**src/rtl/fadd_issue_if.sv**
```systemverilog
// Request and result handshakes of the fadd issue/collect stage.
// master is the producer/consumer side, slave is the issue stage itself.
interface fadd_issue_if #(
  parameter int TAG_W = 4
);
  logic             in_valid;
  logic             in_ready;
  logic [31:0]      in_x1;
  logic [31:0]      in_x2;
  logic [TAG_W-1:0] in_tag;
  logic             out_valid;
  logic             out_ready;
  logic [31:0]      out_y;
  logic [TAG_W-1:0] out_tag;

  modport master (
    output in_valid, in_x1, in_x2, in_tag, out_ready,
    input  in_ready, out_valid, out_y, out_tag
  );

  modport slave (
    input  in_valid, in_x1, in_x2, in_tag, out_ready,
    output in_ready, out_valid, out_y, out_tag
  );
endinterface

```
**src/rtl/fadd_issue.sv**
```systemverilog
// Issue/collect stage around a fixed-latency pipelined fadd: tracks in-flight
// tags, catches each result on its arrival edge and returns them in order.
module fadd_issue #(
  parameter int NSTAGE = 3,
  parameter int DEPTH  = 4,
  parameter int TAG_W  = 4
) (
  input  logic         clk,
  input  logic         rst,
  fadd_issue_if.slave  io,
  output logic [31:0]  fadd_x1,
  output logic [31:0]  fadd_x2,
  input  logic [31:0]  fadd_y,
  output logic         busy
);
  localparam int AW = $clog2(DEPTH);
  localparam int CW = $clog2(DEPTH + NSTAGE) + 1;

  logic [NSTAGE-1:0] sr_valid;
  logic [NSTAGE-1:0] sr_valid_next;
  logic [TAG_W-1:0]  sr_tag      [NSTAGE];
  logic [TAG_W-1:0]  sr_tag_next [NSTAGE];

  logic [31:0]       mem_y   [DEPTH];
  logic [TAG_W-1:0]  mem_tag [DEPTH];
  logic [AW-1:0]     wr_ptr;
  logic [AW-1:0]     rd_ptr;
  logic [CW-1:0]     count;
  logic [CW-1:0]     inflight;

  logic accept;
  logic push;
  logic pop;

  assign accept = io.in_valid & io.in_ready;
  assign push   = sr_valid[NSTAGE-1];
  assign pop    = io.out_valid & io.out_ready;

  always_comb begin
    inflight = '0;
    for (int i = 0; i < NSTAGE; i++) begin
      inflight = inflight + CW'(sr_valid[i]);
    end
  end

  // Every accepted op holds a credit from issue until it is popped, so a
  // FIFO slot is always free when its result reaches the tail.
  assign io.in_ready = !rst && ((inflight + count) < CW'(DEPTH));

  always_ff @(posedge clk or posedge rst) begin
    if (rst) begin
      fadd_x1 <= '0;
      fadd_x2 <= '0;
    end else if (accept) begin
      fadd_x1 <= io.in_x1;
      fadd_x2 <= io.in_x2;
    end
  end

  genvar gi;
  generate
    for (gi = 0; gi < NSTAGE; gi++) begin : g_sr
      if (gi == 0) begin : g_head
        assign sr_valid_next[gi] = accept;
        assign sr_tag_next[gi]   = io.in_tag;
      end else begin : g_shift
        assign sr_valid_next[gi] = sr_valid[gi-1];
        assign sr_tag_next[gi]   = sr_tag[gi-1];
      end
    end
  endgenerate

  always_ff @(posedge clk or posedge rst) begin
    if (rst) begin
      sr_valid <= '0;
      for (int i = 0; i < NSTAGE; i++) begin
        sr_tag[i] <= '0;
      end
    end else begin
      sr_valid <= sr_valid_next;
      sr_tag   <= sr_tag_next;
    end
  end

  // fadd_y is only meaningful on the edge where a valid entry leaves the tail.
  always_ff @(posedge clk) begin
    if (push) begin
      mem_y[wr_ptr]   <= fadd_y;
      mem_tag[wr_ptr] <= sr_tag[NSTAGE-1];
    end
  end

  always_ff @(posedge clk or posedge rst) begin
    if (rst) begin
      wr_ptr <= '0;
      rd_ptr <= '0;
      count  <= '0;
    end else begin
      if (push) begin
        wr_ptr <= wr_ptr + 1'b1;
      end
      if (pop) begin
        rd_ptr <= rd_ptr + 1'b1;
      end
      case ({push, pop})
        2'b10:   count <= count + 1'b1;
        2'b01:   count <= count - 1'b1;
        default: count <= count;
      endcase
    end
  end

  assign io.out_valid = (count != '0);
  assign io.out_y     = io.out_valid ? mem_y[rd_ptr]   : '0;
  assign io.out_tag   = io.out_valid ? mem_tag[rd_ptr] : '0;
  assign busy         = (inflight != '0) | (count != '0);
endmodule
```
**src/flat_wrapper.sv**
```systemverilog
// flat-port wrapper written by rule: the top's interface ports become plain ports
module fadd_issue_flat 
#(
  parameter int NSTAGE = 3,
  parameter int DEPTH  = 4,
  parameter int TAG_W  = 4
)
  (clk, rst, fadd_x1, fadd_x2, fadd_y, busy, io_in_valid, io_in_x1, io_in_x2, io_in_tag, io_out_ready, io_in_ready, io_out_valid, io_out_y, io_out_tag);
  fadd_issue_if #(.TAG_W(TAG_W)) io_i ();
  input  logic clk;
  input  logic rst;
  output logic [31:0] fadd_x1;
  output logic [31:0] fadd_x2;
  input  logic [31:0] fadd_y;
  output logic busy;
  input wire logic [$bits(io_i.in_valid)-1:0] io_in_valid;
  input wire logic [$bits(io_i.in_x1)-1:0] io_in_x1;
  input wire logic [$bits(io_i.in_x2)-1:0] io_in_x2;
  input wire logic [$bits(io_i.in_tag)-1:0] io_in_tag;
  input wire logic [$bits(io_i.out_ready)-1:0] io_out_ready;
  output wire logic [$bits(io_i.in_ready)-1:0] io_in_ready;
  output wire logic [$bits(io_i.out_valid)-1:0] io_out_valid;
  output wire logic [$bits(io_i.out_y)-1:0] io_out_y;
  output wire logic [$bits(io_i.out_tag)-1:0] io_out_tag;
  assign io_i.in_valid = io_in_valid;
  assign io_i.in_x1 = io_in_x1;
  assign io_i.in_x2 = io_in_x2;
  assign io_i.in_tag = io_in_tag;
  assign io_i.out_ready = io_out_ready;
  assign io_in_ready = io_i.in_ready;
  assign io_out_valid = io_i.out_valid;
  assign io_out_y = io_i.out_y;
  assign io_out_tag = io_i.out_tag;
  fadd_issue #(.NSTAGE(NSTAGE), .DEPTH(DEPTH), .TAG_W(TAG_W)) u_core (.clk(clk), .rst(rst), .io(io_i), .fadd_x1(fadd_x1), .fadd_x2(fadd_x2), .fadd_y(fadd_y), .busy(busy));
endmodule
```
**config.mk**
```make
export PLATFORM = sky130hd
export DESIGN_NAME = fadd_issue_flat
export DESIGN_NICKNAME = d
export VERILOG_FILES = /design/src/rtl/fadd_issue_if.sv /design/src/rtl/fadd_issue.sv /design/src/flat_wrapper.sv
export SDC_FILE = /design/constraint.sdc
export NUM_CORES = 1
export LEC_CHECK = 0
export ABC_AREA = 0
export BUFFER_PORTS_ARGS = -buffer_cell sky130_fd_sc_hd__buf_2
export CAP_MARGIN = 20
export CORE_MARGIN = 2
export CORE_UTILIZATION = 54
export CTS_CLUSTER_DIAMETER = 200
export DETAILED_ROUTE_END_ITERATION = 7
export PLACE_DENSITY = 0.8
export SLEW_MARGIN = 20
export SYNTH_ARGS = -nofsm -noshare
export SYNTH_HDL_FRONTEND = slang
export SYNTH_SLANG_ARGS = --single-unit
```
**constraint.sdc**
```tcl
create_clock -name clk -period 3.77 [get_ports clk]
set_clock_uncertainty 0.2 [all_clocks]
set_input_delay 0.1885 -clock clk [delete_from_list [all_inputs] [get_ports clk]]
set_output_delay 0.1885 -clock clk [all_outputs]
set_load 0.1 [all_outputs]
```
==> flow_summary.yaml <==
worst_hold_path:
  hold_class: "in -> reg"
logic_synthesis:
  postSynthAreaPerCell_sq_um: 20.3
  synth_warnings: 0
  synthCells: 447
  synth-seq-cells: 231
  synth_area_leader_cell: "edfxtp_1"
  synth.area.top_cells: "edfxtp_1, dfrtp_1, mux4_2"
  synth.distinct_cells: 31
  netlist.area_leader.share_pct: 47.8
  yosysSeqAreaShare_pct: 71.8
  synth_nets: 565
  synth_area_sq_um: 9050
sta:
  slew-limit-headroom_pct: 31.8
  setup_viol: 0
  layout_min_cycle_time_ns: 3.39
  fin_setup_tns_ns: 0
  hold_viol_final: 0
  layout_setup_ws_ns: 0.385
  max_freq_mhz: 295
  whs_ns: 0.127
  slew_viol_final: 0
  rsz0062_at_grt: "no"
  max_slew.worst_pin.slew_ns: 1.02
  post-route-period-util_pct: 89.8
worst_setup_path:
  critical_path.endpoint_type: "output pin"
  cp_slowest_cell: "buf_2"
  critical_path_class: "reg -> out"
  crit_required_ns: 3.38
  crit_top_cell: "ha_1"
  crit_chain: "ha_1 > ha_1 > ha_1 > ha_1 > nand3b_1 > mux2i_1 > nor2_1 > nor2_1 > buf_2"
  max_stage_delay_ns: 0.44
  critical_path_arrival_ns: 3.00
  cp_max_fo: 3
  crit_path_start_kind: "flip-flop"
placement:
  portBuffers: 206
  placed_cells: 857
  hpwl_um: 11000
  place_ws_ns: 0.759
  gp_congestion: 0.721
global_routing:
  grtUsageMet3_pct: 5.06
  grt_use_total_pct: 22.3
  grt_pass1_vias: 5794
  grt_overflow: 0
  grt_max_degree: 66
  grtUsageMet2_pct: 39.5
  grt-busiest-layer: "met2"
  antenna_found_initial: 0
  use_met1_pct: 28.0
  grt_pass1_wl_um: 30600
finish:
  antenna_cells: 0
  fin_nets: 883
  drive_above_1_share_pct: 42.8
  layout.cells.non_filler: 1002
  multi_input_area_sq_um: 2410
  fill_cells: 968
  register_area_sq_um: 6500
  area_growth_pct: 33.2
drt:
  wl_per_cell_um: 19.7
  drtPass1Iterations: 4
  drtIter0Drc: 329
  wl_um: 19700
  drc: 0
  vias: 5257
  viasPerCell: 5.25
  ant_nets: 0
clock_tree:
  clk_latency_ns: 0.50
  cts.clk_slew.worst_paths_ns: 0.06
  cts_tree: "yes"
  clock_path_buffers: 3
  postCtsResizedCells: 0
  root_buffer: "clkbuf_16"
  cts_htree_levels: 1
  cts_buffers: 24
  clock-sinks: 231
floorplan:
  die_y_um: 133
  core_area_sq_um: 16500
  placementRows: 47
  start_util_pct: 55.0
  die_w_um: 133
  dieArea_sq_um: 17800
  ios: 207
outcome:
  status: "complete, no violations"
run:
  cap_violations: 0
[through the flow]
step                cell area (sq um)  utilization [%]
finish                          12100             73.2
global placement                10300             62.6
floorplan                        9050                -
detailed placement              10300             62.6
global route                    12100             73.2
CTS                             12100             73.2
[path summary, 6_finish.rpt]
path                                               from                        endpoint  slack (ns)  cells past startpoint
max in group asynchronous                           rst   u_core.fadd_x2[3]$_DFFE_PP0P_        2.17                      4
min in group asynchronous                           rst  u_core.fadd_x2[17]$_DFFE_PP0P_        0.23                      3
max reg2reg                u_core.sr_valid[0]$_DFF_PP0_  u_core.fadd_x1[24]$_DFFE_PP0P_        0.75                      9
min reg2reg                  u_core.sr_tag[6]$_DFF_PP0_      u_core.sr_tag[2]$_DFF_PP0_        0.15                      0
min                                        io_in_tag[0]      u_core.sr_tag[8]$_DFF_PP0_        0.13                      2
max                        u_core.sr_valid[0]$_DFF_PP0_                     io_in_ready        0.38                      9
[state kept, by name (all words and copies together), names as in the netlist]
| register | count |
|---|---|
| u_core.fadd_x2 | 32 |
| u_core.sr_tag | 12 |
| u_core.mem_y | 128 |
| u_core.wr_ptr | 2 |
| u_core.count | 4 |
| u_core.fadd_x1 | 32 |
| u_core.sr_valid | 3 |
| u_core.mem_tag | 16 |
| u_core.rd_ptr | 2 |
[final cells by class]
| class | count | share of cell area [%] |
|---|---|---|
| clock buffer | 40 | 5.99 |
| clock inverter | 3 | 0.104 |
| inverter | 8 | 0.259 |
| multi-input combinational | 188 | 20.0 |
| sequential | 231 | 53.9 |
| tap | 220 | 2.28 |
| timing repair buffer | 312 | 17.5 |
[cell usage after synthesis, drive strengths merged]
master   instances
edfxtp         144
dfrtp           87
mux2            64
and2            41
mux4            36
buf             13
ha              12
inv              8
clkbuf           7
nand2            6
nor2             3
o21ai            3
or4              3
xor2             3
fa               2
mux2i            2
nand3            2
xnor2            2
a2111oi          1
a21o             1
a21oi            1
a31oi            1
nand3b           1
nand4b           1
nor2b            1
nor3             1
nor4b            1
[cell families after synthesis]
group / count (synthesis) / share of synthesized area [%]
AO/OA/AOI/OAI: 7 / 0.539
adder cells (fa/ha/maj): 14 / 2.10
XOR/XNOR: 5 / 0.484
multiplexers: 102 / 19.2
buffers and inverters: 28 / 1.78
AND/OR/NAND/NOR: 60 / 4.13
flip-flops: 231 / 71.8
[layout by cell type (no fill, tap or decap), drive strengths merged, types with 2 or more instances in the layout]
| master | netlist | routed |
|---|---|---|
| or4 | 3 | 3 |
| and2 | 41 | 41 |
| clkinv | 0 | 4 |
| fa | 2 | 2 |
| xnor2 | 2 | 2 |
| dlygate4sd3 | 0 | 102 |
| mux2 | 64 | 64 |
| edfxtp | 144 | 144 |
| o21ai | 3 | 3 |
| mux4 | 36 | 36 |
| ha | 12 | 12 |
| dfrtp | 87 | 87 |
| mux2i | 2 | 2 |
| xor2 | 3 | 3 |
| inv | 8 | 7 |
| clkbuf | 7 | 40 |
| nand2 | 6 | 6 |
| buf | 13 | 210 |
| nand3 | 2 | 2 |
| nor2 | 3 | 3 |
[per-layer routing]
layer  vias up  part of all wire, %
li1       2331                    -
met1      2671                   40
met2       222                   51
met3        33                  7.0
met4         0                  1.7
met5         -                    0
[worst max-delay path: cells and delay by family (launching register included)]
family        cells  cell delay [ns]
fa+ha+maj         4             1.01
buf+inv           1             0.44
flops             1             0.42
mux               1             0.29
simple gates      3             0.35
[timing repair]
item	in CTS	in global routing
buffers inserted	0	0
hold buffers	102	0
endpoints found under the hold margin	248	0
endpoints found under the setup margin	0	0
Power is not shown: default switching activity piles up to over one toggle a cycle in this logic, so the estimate is an artifact.
